File: src/rtl/l2_arb_pkg.sv
// l2_arb_pkg: shared types and constants for the L2 arbiter.
//   state_e : arbiter FSM states
//   side_e  : requester identity (I-cache / D-side)
//   op_t    : captured L2 operation (read / write)
//   addr_t, line_t : default-width address and line types
package l2_arb_pkg;

    localparam int ADDR_W_DEF = 16;
    localparam int LINE_W_DEF = 128;

    typedef logic [ADDR_W_DEF-1:0] addr_t;
    typedef logic [LINE_W_DEF-1:0] line_t;

    typedef enum logic [1:0] {
        ST_IDLE    = 2'd0,
        ST_SERVE_I = 2'd1,
        ST_SERVE_D = 2'd2,
        ST_DONE    = 2'd3
    } state_e;

    typedef enum logic {
        SIDE_I = 1'b0,
        SIDE_D = 1'b1
    } side_e;

    typedef struct packed {
        logic rd;
        logic wr;
    } op_t;

endpackage

File: src/rtl/l2_arb_pick.sv
// l2_arb_pick: combinational winner selection for the L2 arbiter.
//   i_req, d_req : pending requests from I-cache and D-side
//   last_grant   : side served most recently (only consulted when
//                  L2_ARB_ROUND_ROBIN_EN is defined)
//   grant_valid  : at least one side is requesting
//   grant_side   : winning side
// Configuration macro: L2_ARB_ROUND_ROBIN_EN (undefined -> fixed D priority).
module l2_arb_pick
    import l2_arb_pkg::*;
(
    input  logic  i_req,
    input  logic  d_req,
    input  side_e last_grant,
    output logic  grant_valid,
    output side_e grant_side
);

`ifndef L2_ARB_ROUND_ROBIN_EN
    // Fixed priority never looks at history.
    logic unused_last_grant;
    assign unused_last_grant = last_grant;
`endif

    always_comb begin
        grant_valid = i_req | d_req;
        grant_side  = SIDE_D;
        if (i_req && !d_req) begin
            grant_side = SIDE_I;
        end
`ifdef L2_ARB_ROUND_ROBIN_EN
        else if (i_req && d_req && (last_grant == SIDE_D)) begin
            // Tie: hand the grant to the side not served last.
            grant_side = SIDE_I;
        end
`endif
    end

endmodule

File: src/rtl/l2_arbiter.sv
// l2_arbiter: arbitrates I-cache and D-side line requests onto one shared L2.
//   clk, rst                       : clock, synchronous active-high reset
//   i_read, i_address              : I-cache read request (held until i_mem_resp)
//   i_mem_resp, i_rdata            : I-side completion pulse and line
//   d_read, d_write, d_address,
//   d_wdata                        : D-side request (held until d_mem_resp)
//   d_mem_resp, d_rdata            : D-side completion pulse and line
//   l2_read, l2_write, l2_address,
//   l2_wdata                       : registered request to the L2
//   l2_mem_resp, l2_rdata          : L2 completion pulse and read line
// Configuration macro: L2_ARB_ROUND_ROBIN_EN enables round-robin tie break
// using a last_grant register; default build uses fixed D priority.
module l2_arbiter
    import l2_arb_pkg::*;
#(
    parameter int ADDR_W = ADDR_W_DEF,
    parameter int LINE_W = LINE_W_DEF
) (
    input  logic              clk,
    input  logic              rst,
    input  logic              i_read,
    input  logic [ADDR_W-1:0] i_address,
    output logic              i_mem_resp,
    output logic [LINE_W-1:0] i_rdata,
    input  logic              d_read,
    input  logic              d_write,
    input  logic [ADDR_W-1:0] d_address,
    input  logic [LINE_W-1:0] d_wdata,
    output logic              d_mem_resp,
    output logic [LINE_W-1:0] d_rdata,
    output logic              l2_read,
    output logic              l2_write,
    output logic [ADDR_W-1:0] l2_address,
    output logic [LINE_W-1:0] l2_wdata,
    input  logic              l2_mem_resp,
    input  logic [LINE_W-1:0] l2_rdata
);

    state_e            state_q, state_d;
    op_t               op_q, op_d;
    logic [ADDR_W-1:0] addr_q, addr_d;
    logic [LINE_W-1:0] wdata_q, wdata_d;

    logic  grant_valid;
    side_e grant_side;
    side_e last_grant;
    logic  capture;
    logic  serving;

    assign serving = (state_q == ST_SERVE_I) || (state_q == ST_SERVE_D);
    assign capture = (state_q == ST_IDLE) && grant_valid;

`ifdef L2_ARB_ROUND_ROBIN_EN
    side_e last_grant_q, last_grant_d;

    always_comb begin
        last_grant_d = last_grant_q;
        if (capture) begin
            last_grant_d = grant_side;
        end
    end

    always_ff @(posedge clk) begin
        if (rst) begin
            last_grant_q <= SIDE_I;
        end else begin
            last_grant_q <= last_grant_d;
        end
    end

    assign last_grant = last_grant_q;
`else
    assign last_grant = SIDE_I;
`endif

    l2_arb_pick u_pick (
        .i_req       (i_read),
        .d_req       (d_read | d_write),
        .last_grant  (last_grant),
        .grant_valid (grant_valid),
        .grant_side  (grant_side)
    );

    // State register plus captured request registers.
    always_ff @(posedge clk) begin
        if (rst) begin
            state_q <= ST_IDLE;
            op_q    <= '0;
            addr_q  <= '0;
            wdata_q <= '0;
        end else begin
            state_q <= state_d;
            op_q    <= op_d;
            addr_q  <= addr_d;
            wdata_q <= wdata_d;
        end
    end

    // Next-state logic.
    always_comb begin
        state_d = state_q;
        unique case (state_q)
            ST_IDLE: begin
                if (grant_valid) begin
                    if (grant_side == SIDE_D) state_d = ST_SERVE_D;
                    else                      state_d = ST_SERVE_I;
                end
            end
            ST_SERVE_I, ST_SERVE_D: begin
                if (l2_mem_resp) state_d = ST_DONE;
            end
            ST_DONE: state_d = ST_IDLE;
            default: state_d = ST_IDLE;
        endcase
    end

    // Capture on grant; the op is cleared on completion so l2_read/l2_write
    // fall in DONE straight from the register, with no state decode.
    always_comb begin
        op_d    = op_q;
        addr_d  = addr_q;
        wdata_d = wdata_q;
        if (capture) begin
            if (grant_side == SIDE_D) begin
                // Write wins if the D side raises both strobes.
                op_d.wr = d_write;
                op_d.rd = d_read & ~d_write;
                addr_d  = d_address;
                wdata_d = d_wdata;
            end else begin
                op_d.rd = 1'b1;
                op_d.wr = 1'b0;
                addr_d  = i_address;
                wdata_d = '0;
            end
        end else if (serving && l2_mem_resp) begin
            op_d = '0;
        end
    end

    // Outputs. Responses are qualified by state so L2 pulses in IDLE/DONE
    // never reach either requester.
    always_comb begin
        l2_read    = op_q.rd;
        l2_write   = op_q.wr;
        l2_address = addr_q;
        l2_wdata   = wdata_q;
        i_mem_resp = (state_q == ST_SERVE_I) && l2_mem_resp;
        d_mem_resp = (state_q == ST_SERVE_D) && l2_mem_resp;
        i_rdata    = l2_rdata;
        d_rdata    = l2_rdata;
    end

endmodule

File: config.mk
export PLATFORM = sky130hd
export DESIGN_NAME = l2_arbiter
export DESIGN_NICKNAME = d
export VERILOG_FILES = /design/src/rtl/l2_arb_pkg.sv /design/src/rtl/l2_arb_pick.sv /design/src/rtl/l2_arbiter.sv
export SDC_FILE = /design/constraint.sdc
export NUM_CORES = 1
export LEC_CHECK = 0
export CAP_MARGIN = 20
export CORE_AREA = 4 4 267 269
export DETAILED_ROUTE_END_ITERATION = 10
export DIE_AREA = 0 0 271 273
export GPL_TIMING_DRIVEN = 0
export PLACE_DENSITY = 0.48
export SLEW_MARGIN = 20
export SYNTH_ARGS = -nofsm -noshare
export SYNTH_HDL_FRONTEND = slang
export SYNTH_SLANG_ARGS = --single-unit
File: constraint.sdc
create_clock -name clk -period 1.6 [get_ports clk]
set_input_delay 0.32 -clock clk [delete_from_list [all_inputs] [get_ports clk]]
set_output_delay 0.32 -clock clk [all_outputs]
set_load 0.05 [all_outputs]
---- Word level (Yosys, flattened, before mapping) ----
Cells that the tools add are included.
storage, ports and cells
  flip-flop bits (word level) ............. 148
  bits in latches ......................... 0
  bits in writable memories ............... 0
  memory bits (read-only) ................. 0
  input bits .............................. 294
  output and inout bits ................... 404
  logic and storage cells ................. 34
  memories kept ........................... 0
cells by class
  add/sub/neg operators ................... 0
  $mul .................................... 0
  divide/modulo/power cells ............... 0
  order comparisons ....................... 0
  eq/ne operators ......................... 5
  shifts and indexed selects .............. 0
  multiplexer cells ....................... 9
  bitwise logic cells ..................... 4
  reduce and logical (&&, ||, !) cells .... 11
operators by type and width
  cell                count
  $mux 128            1
  $mux 16             1
  $mux 2              6
  $pmux 2 s3          1
  $logic_and 1x1->1   5
  $eq 2x2->1 const B  2
  $ne 2x2->1 const B  2
  $eq 2x1->1 const B  1
  $logic_not 2->1     1
  $or 1x1->1          2
  $reduce_and 2->1    1
  $reduce_bool 2->1   1
  $reduce_or 2->1     1
  $and 1x1->1         1
  $logic_not 1->1     1
  $logic_or 1x1->1    1
  $not 1->1           1

---- Depth between registers and ports, before layout ----
Gate-level depths: netlist (run 1).
  depth in word-level cells ............... 6
  mapped depth ............................ 7
  depth with buffers taken out ............ 5

---- Modules after synthesis ----
A second synthesis (run 1) with hierarchy kept.
second synthesis, totals
  cells, all modules ...................... 932
  area total of the unflattened synthesis .. 7556.0 um2
modules (own cells, without submodules)
  module       instances  cells each  area each (um2)  sequential area each (um2)
  l2_arbiter   1          930         7543.5           2962.8
  l2_arb_pick  1          2           12.5             0.0

---- Worst setup path before layout (run 1) ----
Ideal clock, no wire load.
  path kind ............................... reg2reg
  start ................................... register state_q[1]
  end ..................................... register wdata_q[100] (netlist: l2_wdata[100])
  setup time .............................. 0.066 ns
  arrival time ............................ 1.448 ns
  data required time ...................... 1.534 ns
  slack ................................... 0.086 ns
  cell stages (with the launch flop) ...... 8
  path buffers ............................ 2
  period minus slack after synthesis ...... 1.514 ns
  cells stage by stage .................... dfxtp_1 inv_1 ha_1 o21a_1 buf_2 buf_1 a22oi_1 nor2_1
on the way
  word-level cells in the longest chain between the ends .. 2
ends and longest elaborated chain
  item                    RTL line          RTL
  from (decl)             l2_arbiter.sv:39  state_e state_q, state_d;
  from (signal assigned)  l2_arbiter.sv:92  state_q <= state_d;
  $logic_not 2->1         l2_arbiter.sv:51  assign capture = (state_q == ST_IDLE) && grant_valid;
  $logic_and 1x1->1       l2_arbiter.sv:51
  to (signal assigned)    l2_arbiter.sv:95  wdata_q <= wdata_d;
  to (decl)               l2_arbiter.sv:42  logic [LINE_W-1:0] wdata_q, wdata_d;
No other way between the ends.
A chain may end at the register's enable or synchronous reset.

---- Worst setup path after layout (run 1) ----
  start ................................... register state_q[0]
  end ..................................... output d_mem_resp
on the way
  word-level cells in the longest chain between the ends .. 2
ends and longest elaborated chain
  item               RTL line           RTL
  $eq 2x2->1         l2_arbiter.sv:149  d_mem_resp = (state_q == ST_SERVE_D) && l2_mem_resp;
  $logic_and 1x1->1  l2_arbiter.sv:149
  to (decl)          l2_arbiter.sv:29   output logic d_mem_resp,
No other way between the ends.

==> impl_metrics.json, run 1 <==
{
  "dp_hpwl_um": 36500,
  "cp-start-kind": "flop",
  "firstDrtPassIters": 4,
  "port_buffers": 567,
  "dp.cells": 2287,
  "finalSetupViolations": 2,
  "clk_latency_ns": 0.43,
  "fin_cells": 2331,
  "drt-wirelength-per-cell_um": 18.6,
  "synth.top_cell.area_share_pct": 41.5,
  "ys.flop_type": "dfxtp_1",
  "fin_worst_skew_ns": 0.00943,
  "status": "finished with violations",
  "synth-seq-cells": 148,
  "hold-path-cell-count": 2,
  "synth_commonest_cells": "256 x buf_4, 148 x dfxtp_1, 146 x nor2_1, 128 x a22oi_1, 26 x buf_2",
  "cts_tree": "yes",
  "die_w_um": 271,
  "rr_worst_depth": 8,
  "io_pins": 698,
  "holdPathEnd": "l2_read",
  "async_flop_share_pct": 0,
  "netlist_area_um2": 7150,
  "r2r-start": "state_q[1]",
  "grtUsageTotal_pct": 10.9,
  "cts_buffer_depth": 2,
  "drc_errors": 0,
  "rows": 96,
  "yosys.area.top_type": "dfxtp_1",
  "period_share_pct": 100,
  "r2r_end": "l2_wdata[17]",
  "fmax_ghz": 0.622,
  "whs_ns": 0.142,
  "final_antenna_net_count": 0,
  "rsz0062_at_grt": "yes",
  "hold_class": "input port to flop",
  "seq_area_frac_synth_pct": 41.5,
  "maxCapViolCount": 0,
  "cts_root_buf": "clkbuf_16",
  "reg2reg_slack_ns": 0.07,
  "synth_area_per_cell_um2": 9.06,
  "drt-initial-drc-count": 237,
  "min_from": "d_write",
  "violations": "negative setup slack",
  "critPathMaxFanout": 3,
  "final_nets": 1678,
  "die_y_um": 273,
  "synth_edf_count": 0,
  "via_per_inst": 3.26,
  "setup_tns_ns": -0.0121,
  "htreeDepth": 4,
  "setup_slack_ns": -0.00693,
  "grt_antenna_before_repair": 19,
  "required_ns": 1.28,
  "crit_type": "flop to output pin",
  "grt_remaining_overflow": 0,
  "clock_sinks": 148,
  "synth_fp_nets": 1087,
  "drive_gt1_share_pct": 37.4,
  "finalHoldViolations": 0,
  "num_vias": 7605,
  "grt_first_pass_wirelength_um": 57900,
  "p_leak_nw": 6.05,
  "ys_types": 31,
  "synthToLayoutAreaGrowth_pct": 112,
  "preCtsSetupSlack_ns": -1.08,
  "hold_buffers": 0,
  "period_needed_ns": 1.61,
  "grt_max_degree": 17,
  "wl_um": 43300,
  "place_congestion": 0.820,
  "clkTransAtPathRegs_ns": 0.07,
  "arrival_ns": 1.29,
  "crit_path_end_kind": "output pin",
  "maxSlewHeadroom_pct": 58.2,
  "cts_buffers": 17,
  "power_mw": 22.4,
  "fill_cells": 7474,
  "netlist_top_cells_area": "dfxtp_1 41%, buf_4 27%, a22oi_1 13%",
  "yosys_warnings": 0,
  "die_area_um2": 74000,
  "p_per_area_nw_per_um2": 1480,
  "start_util_pct": 10.4,
  "tightestPinTransition_ns": 0.627,
  "peakVddDrop_v": 0.000865,
  "core-area_um2": 68600,
  "slew_violations": 0,
  "syn_inst": 789,
  "yosysMostFrequentCell": "buf_4",
  "grt_pass1_vias": 7904
}
-- state kept, by name, summed over array words and instances (netlist names) --
register    cells
l2_wdata      128
l2_write        1
state_q         2
l2_read         1
l2_address     16
-- placed cells by master, fill, tap and decap left out, types with 17 or more instances in the layout --
cell type and n:
nor2_1 146, a22oi_1 96, a22oi_2 32, buf_2 17
clkbuf_16 17, buf_6 20, clkdlybuf4s15_2 128, clkdlybuf4s50_1 416
dfxtp_1 146, buf_4 268
-- layer usage --
metal	vias up	global-route usage [%]	share of wire, %
li1	3613	-	-
met3	44	5.11	10
met1	3544	11.0	35
met2	384	19.6	51
met5	-	0	0.33
met4	20	4.21	2.7
-- power by group --
group / internal [mW] / switching, mW / leakage, nW
registers: 4.64 / 0.583 / 1.22
clock network: 2.27 / 1.97 / 0.296
logic: 4.68 / 8.23 / 4.54
total: 11.6 / 10.8 / 6.05
-- critical path, stage by stage (launching register included) --
cell     delay, ns
dfxtp_4       0.38
inv_4         0.05
ha_4          0.15
and2_4        0.13
buf_8         0.14
-- kinds of logic after synthesis --
| logic type | synth area share [%] |
|---|---|
| buffers and inverters | 30.5 |
| and+or+nand+nor | 8.86 |
| AOI/OAI and AO/OA | 16.2 |
| DFF | 41.5 |
| muxes | 2.24 |
| adders and majority gates | 0.700 |
-- per-stage QoR --
stage | util, % | area [µm²]
6_report | 22.1 | 15100
5_1_grt | 22.1 | 15100
4_1_cts | 21.7 | 14900
3_5_place_dp | 20.4 | 14000
3_3_place_gp | 20.4 | 14000
2_1_floorplan | - | 7150
-- cell type report --
cell class	count	area, µm²	share of cell area (%)
plain buffers	306	2340	15.4
inverters	2	12.5	0.0826
clock inverters	14	159	1.05
multi-input cells	333	2230	14.7
clock buffers	18	439	2.90
diodes	7	17.5	0.116
repair buffers	572	5820	38.4
flip-flops and latches	148	2970	19.6
well taps	931	1160	7.69
-- timing repair --
action                                  4_1_cts  5_1_grt
resized for setup                           513      104
gates cloned                                  1        0
endpoints found under the setup margin      286      130
pin swaps                                     3        0
endpoints found under the hold margin         0        0
setup buffers                                 4        0
-- worst max-delay path by stage --
stage / cells after the start / start / to
final: 4 / state_q[0] / d_mem_resp
after global routing: 4 / state_q[0] / d_mem_resp
after floorplan: 7 / state_q[1] / l2_wdata[100]
after detailed placement: 6 / d_read / l2_wdata[22]
after global placement: 6 / d_read / l2_wdata[24]
after CTS: 4 / state_q[0] / d_mem_resp
Power figures use the tool's default switching activity.
==> run 2: changes to the inputs <==
Settings changed: CORE_AREA 4 4 267 269 to 2 2 272 274, DIE_AREA 0 0 271 273 to 0 0 274 276, PLACE_DENSITY 0.48 to 0.46.
==> impl_metrics.json, run 2 (same netlist as run 1, synthesis figures left out) <==
{
  "status": "finished with violations",
  "violations": "negative setup slack",
  "p_per_area_nw_per_um2": 1530,
  "grt_max_degree": 17,
  "maxCapViolCount": 0,
  "cts_root_buf": "clkbuf_16",
  "port_buffers": 567,
  "fin_cells": 2368,
  "num_vias": 7628,
  "peakVddDrop_v": 0.00105,
  "layout_commonest_cell": "clkdlybuf4s50_1",
  "htreeDepth": 4,
  "fmax_ghz": 0.615,
  "p_leak_nw": 6.25,
  "drive_gt1_share_pct": 43.1,
  "fin_worst_skew_ns": 0.0112,
  "pwr-share-comb_pct": 59.1,
  "crit_path_end_kind": "output pin",
  "grt_first_pass_wirelength_um": 57500,
  "start_util_pct": 9.85,
  "rsz0062_at_grt": "yes",
  "drc_errors": 0,
  "power.net_switching_mw": 11.1,
  "core-area_um2": 72600,
  "cp-start-kind": "flop",
  "grt_antenna_before_repair": 18,
  "finalSetupViolations": 27,
  "die_area_um2": 75600,
  "via_per_inst": 3.22,
  "final_cell_mix": "416 x clkdlybuf4s50_1, 272 x buf_4, 146 x nor2_1, 146 x dfxtp_1, 121 x clkdlybuf4s15_2",
  "required_ns": 1.28,
  "tightestPinTransition_ns": 0.947,
  "place_congestion": 0.761,
  "largest_reg_flops": 128,
  "grtUsageTotal_pct": 10.7,
  "met3_usage_pct": 5.46,
  "final_nets": 1688,
  "whs_ns": 0.131,
  "drt-wirelength-per-cell_um": 18.0,
  "final_antenna_net_count": 0,
  "dpl_cell_area_um2": 14000,
  "cts_buffer_depth": 2,
  "die_y_um": 276,
  "wl_um": 42600,
  "sw_frac_of_total_pct": 45.8,
  "critPathMaxFanout": 3,
  "synthToLayoutAreaGrowth_pct": 122,
  "clock_sinks": 148,
  "setup_slack_ns": -0.0253,
  "clkTransAtPathRegs_ns": 0.06,
  "period_share_pct": 102,
  "p_int_mw": 13.2,
  "drt-initial-drc-count": 184,
  "slew_violations": 0,
  "top_usage_layer": "met2",
  "dp.cells": 2315,
  "use_met2_pct": 20.2,
  "dp_hpwl_um": 36000,
  "use_met1_pct": 10.4,
  "hold_class": "input port to flop",
  "grt_remaining_overflow": 0,
  "firstDrtPassIters": 5,
  "io_pins": 698,
  "period_needed_ns": 1.63,
  "design_area_um2": 15800,
  "finalHoldViolations": 0,
  "maxSlewHeadroom_pct": 36.9,
  "power_frac_clock_pct": 19.2,
  "power_frac_seq_pct": 21.8,
  "cts_tree": "yes",
  "utilization_pct": 21.8,
  "grt_pass1_vias": 7758,
  "arrival_ns": 1.31,
  "die_w_um": 274,
  "clk_latency_ns": 0.45,
  "cts_buffers": 17,
  "power_mw": 24.3,
  "crit_type": "flop to output pin",
  "rows": 99
}
## run 2: cell types whose count changed in the layout (fill, tap and decap cells not counted), moves of 4 or more
cell,before,now
buf_4,268,272
buf_12,2,11
buf_6,20,14
clkbuf_16,17,23
inv_6,7,2
bufinv_16,1,5
buf_2,17,22
a22oi_2,32,103
clkdlybuf4s15_2,128,121
a22oi_1,96,25
## run 2: per-stage QoR
stage	setup TNS, ns	setup slack [ns]
floorplan	0	0.0861
global placement	-118.23	-1.06
detailed placement	-130.03	-1.18
CTS	-6.01	-0.0935
global route	-4.58	-0.0894
finish	-0.199	-0.0253
## run 2: final cells by class
cell class | count | area, µm²
multi-input cells | 333 | 2590
flip-flops and latches | 148 | 2970
well taps | 959 | 1200
repair buffers | 584 | 5970
plain buffers | 304 | 2420
clock inverters | 13 | 220
clock buffers | 19 | 453
diodes | 6 | 15.0
fillers | 7904 | 56700
inverters | 2 | 12.5
## run 2: worst paths after layout
path | startpoint | to | slack (ns) | cells after the start
max reg2reg | state_q[0] | state_q[1] | -0.02 | 7
min reg2reg | l2_read | l2_read | 0.48 | 2
max | state_q[0] | d_mem_resp | -0.03 | 4
min | d_write | l2_read | 0.13 | 2
## run 2: timing repair
action / in CTS / in global routing
setup buffers: 7 / 4
gates resized for setup: 539 / 182
pin swaps: 2 / 48
endpoints found under the setup margin: 284 / 140
cloned: 1 / 6
hold buffers: 0 / 0
## run 2: metal layers
metal,part of all wire [%],vias up
met3,11,31
met5,0.26,-
met2,53,371
li1,-,3638
met4,0.60,18
met1,35,3570
## run 2: worst max-delay path: stages, from the launching register on
cell,delay (ns)
dfxtp_4,0.38
inv_4,0.04
ha_2,0.16
and2_4,0.13
buf_8,0.14
## run 2: power groups by stage
stage | clock network (mW) | registers (mW) | logic, mW
6_report | 4.65 | 5.28 | 14.3
3_3_place_gp | 0 | 5.21 | 12.0
5_1_grt | 4.94 | 5.40 | 15.1
4_1_cts | 4.83 | 5.19 | 12.4
2_1_floorplan | 0 | 8.31 | 4.66
3_5_place_dp | 0 | 5.22 | 12.1
==> run 3: changes to the inputs <==
Settings changed: CTS_CLUSTER_DIAMETER set to 60.
==> results of run 3 <==
Final layout, timing and power as in run 2 (identical DEF).
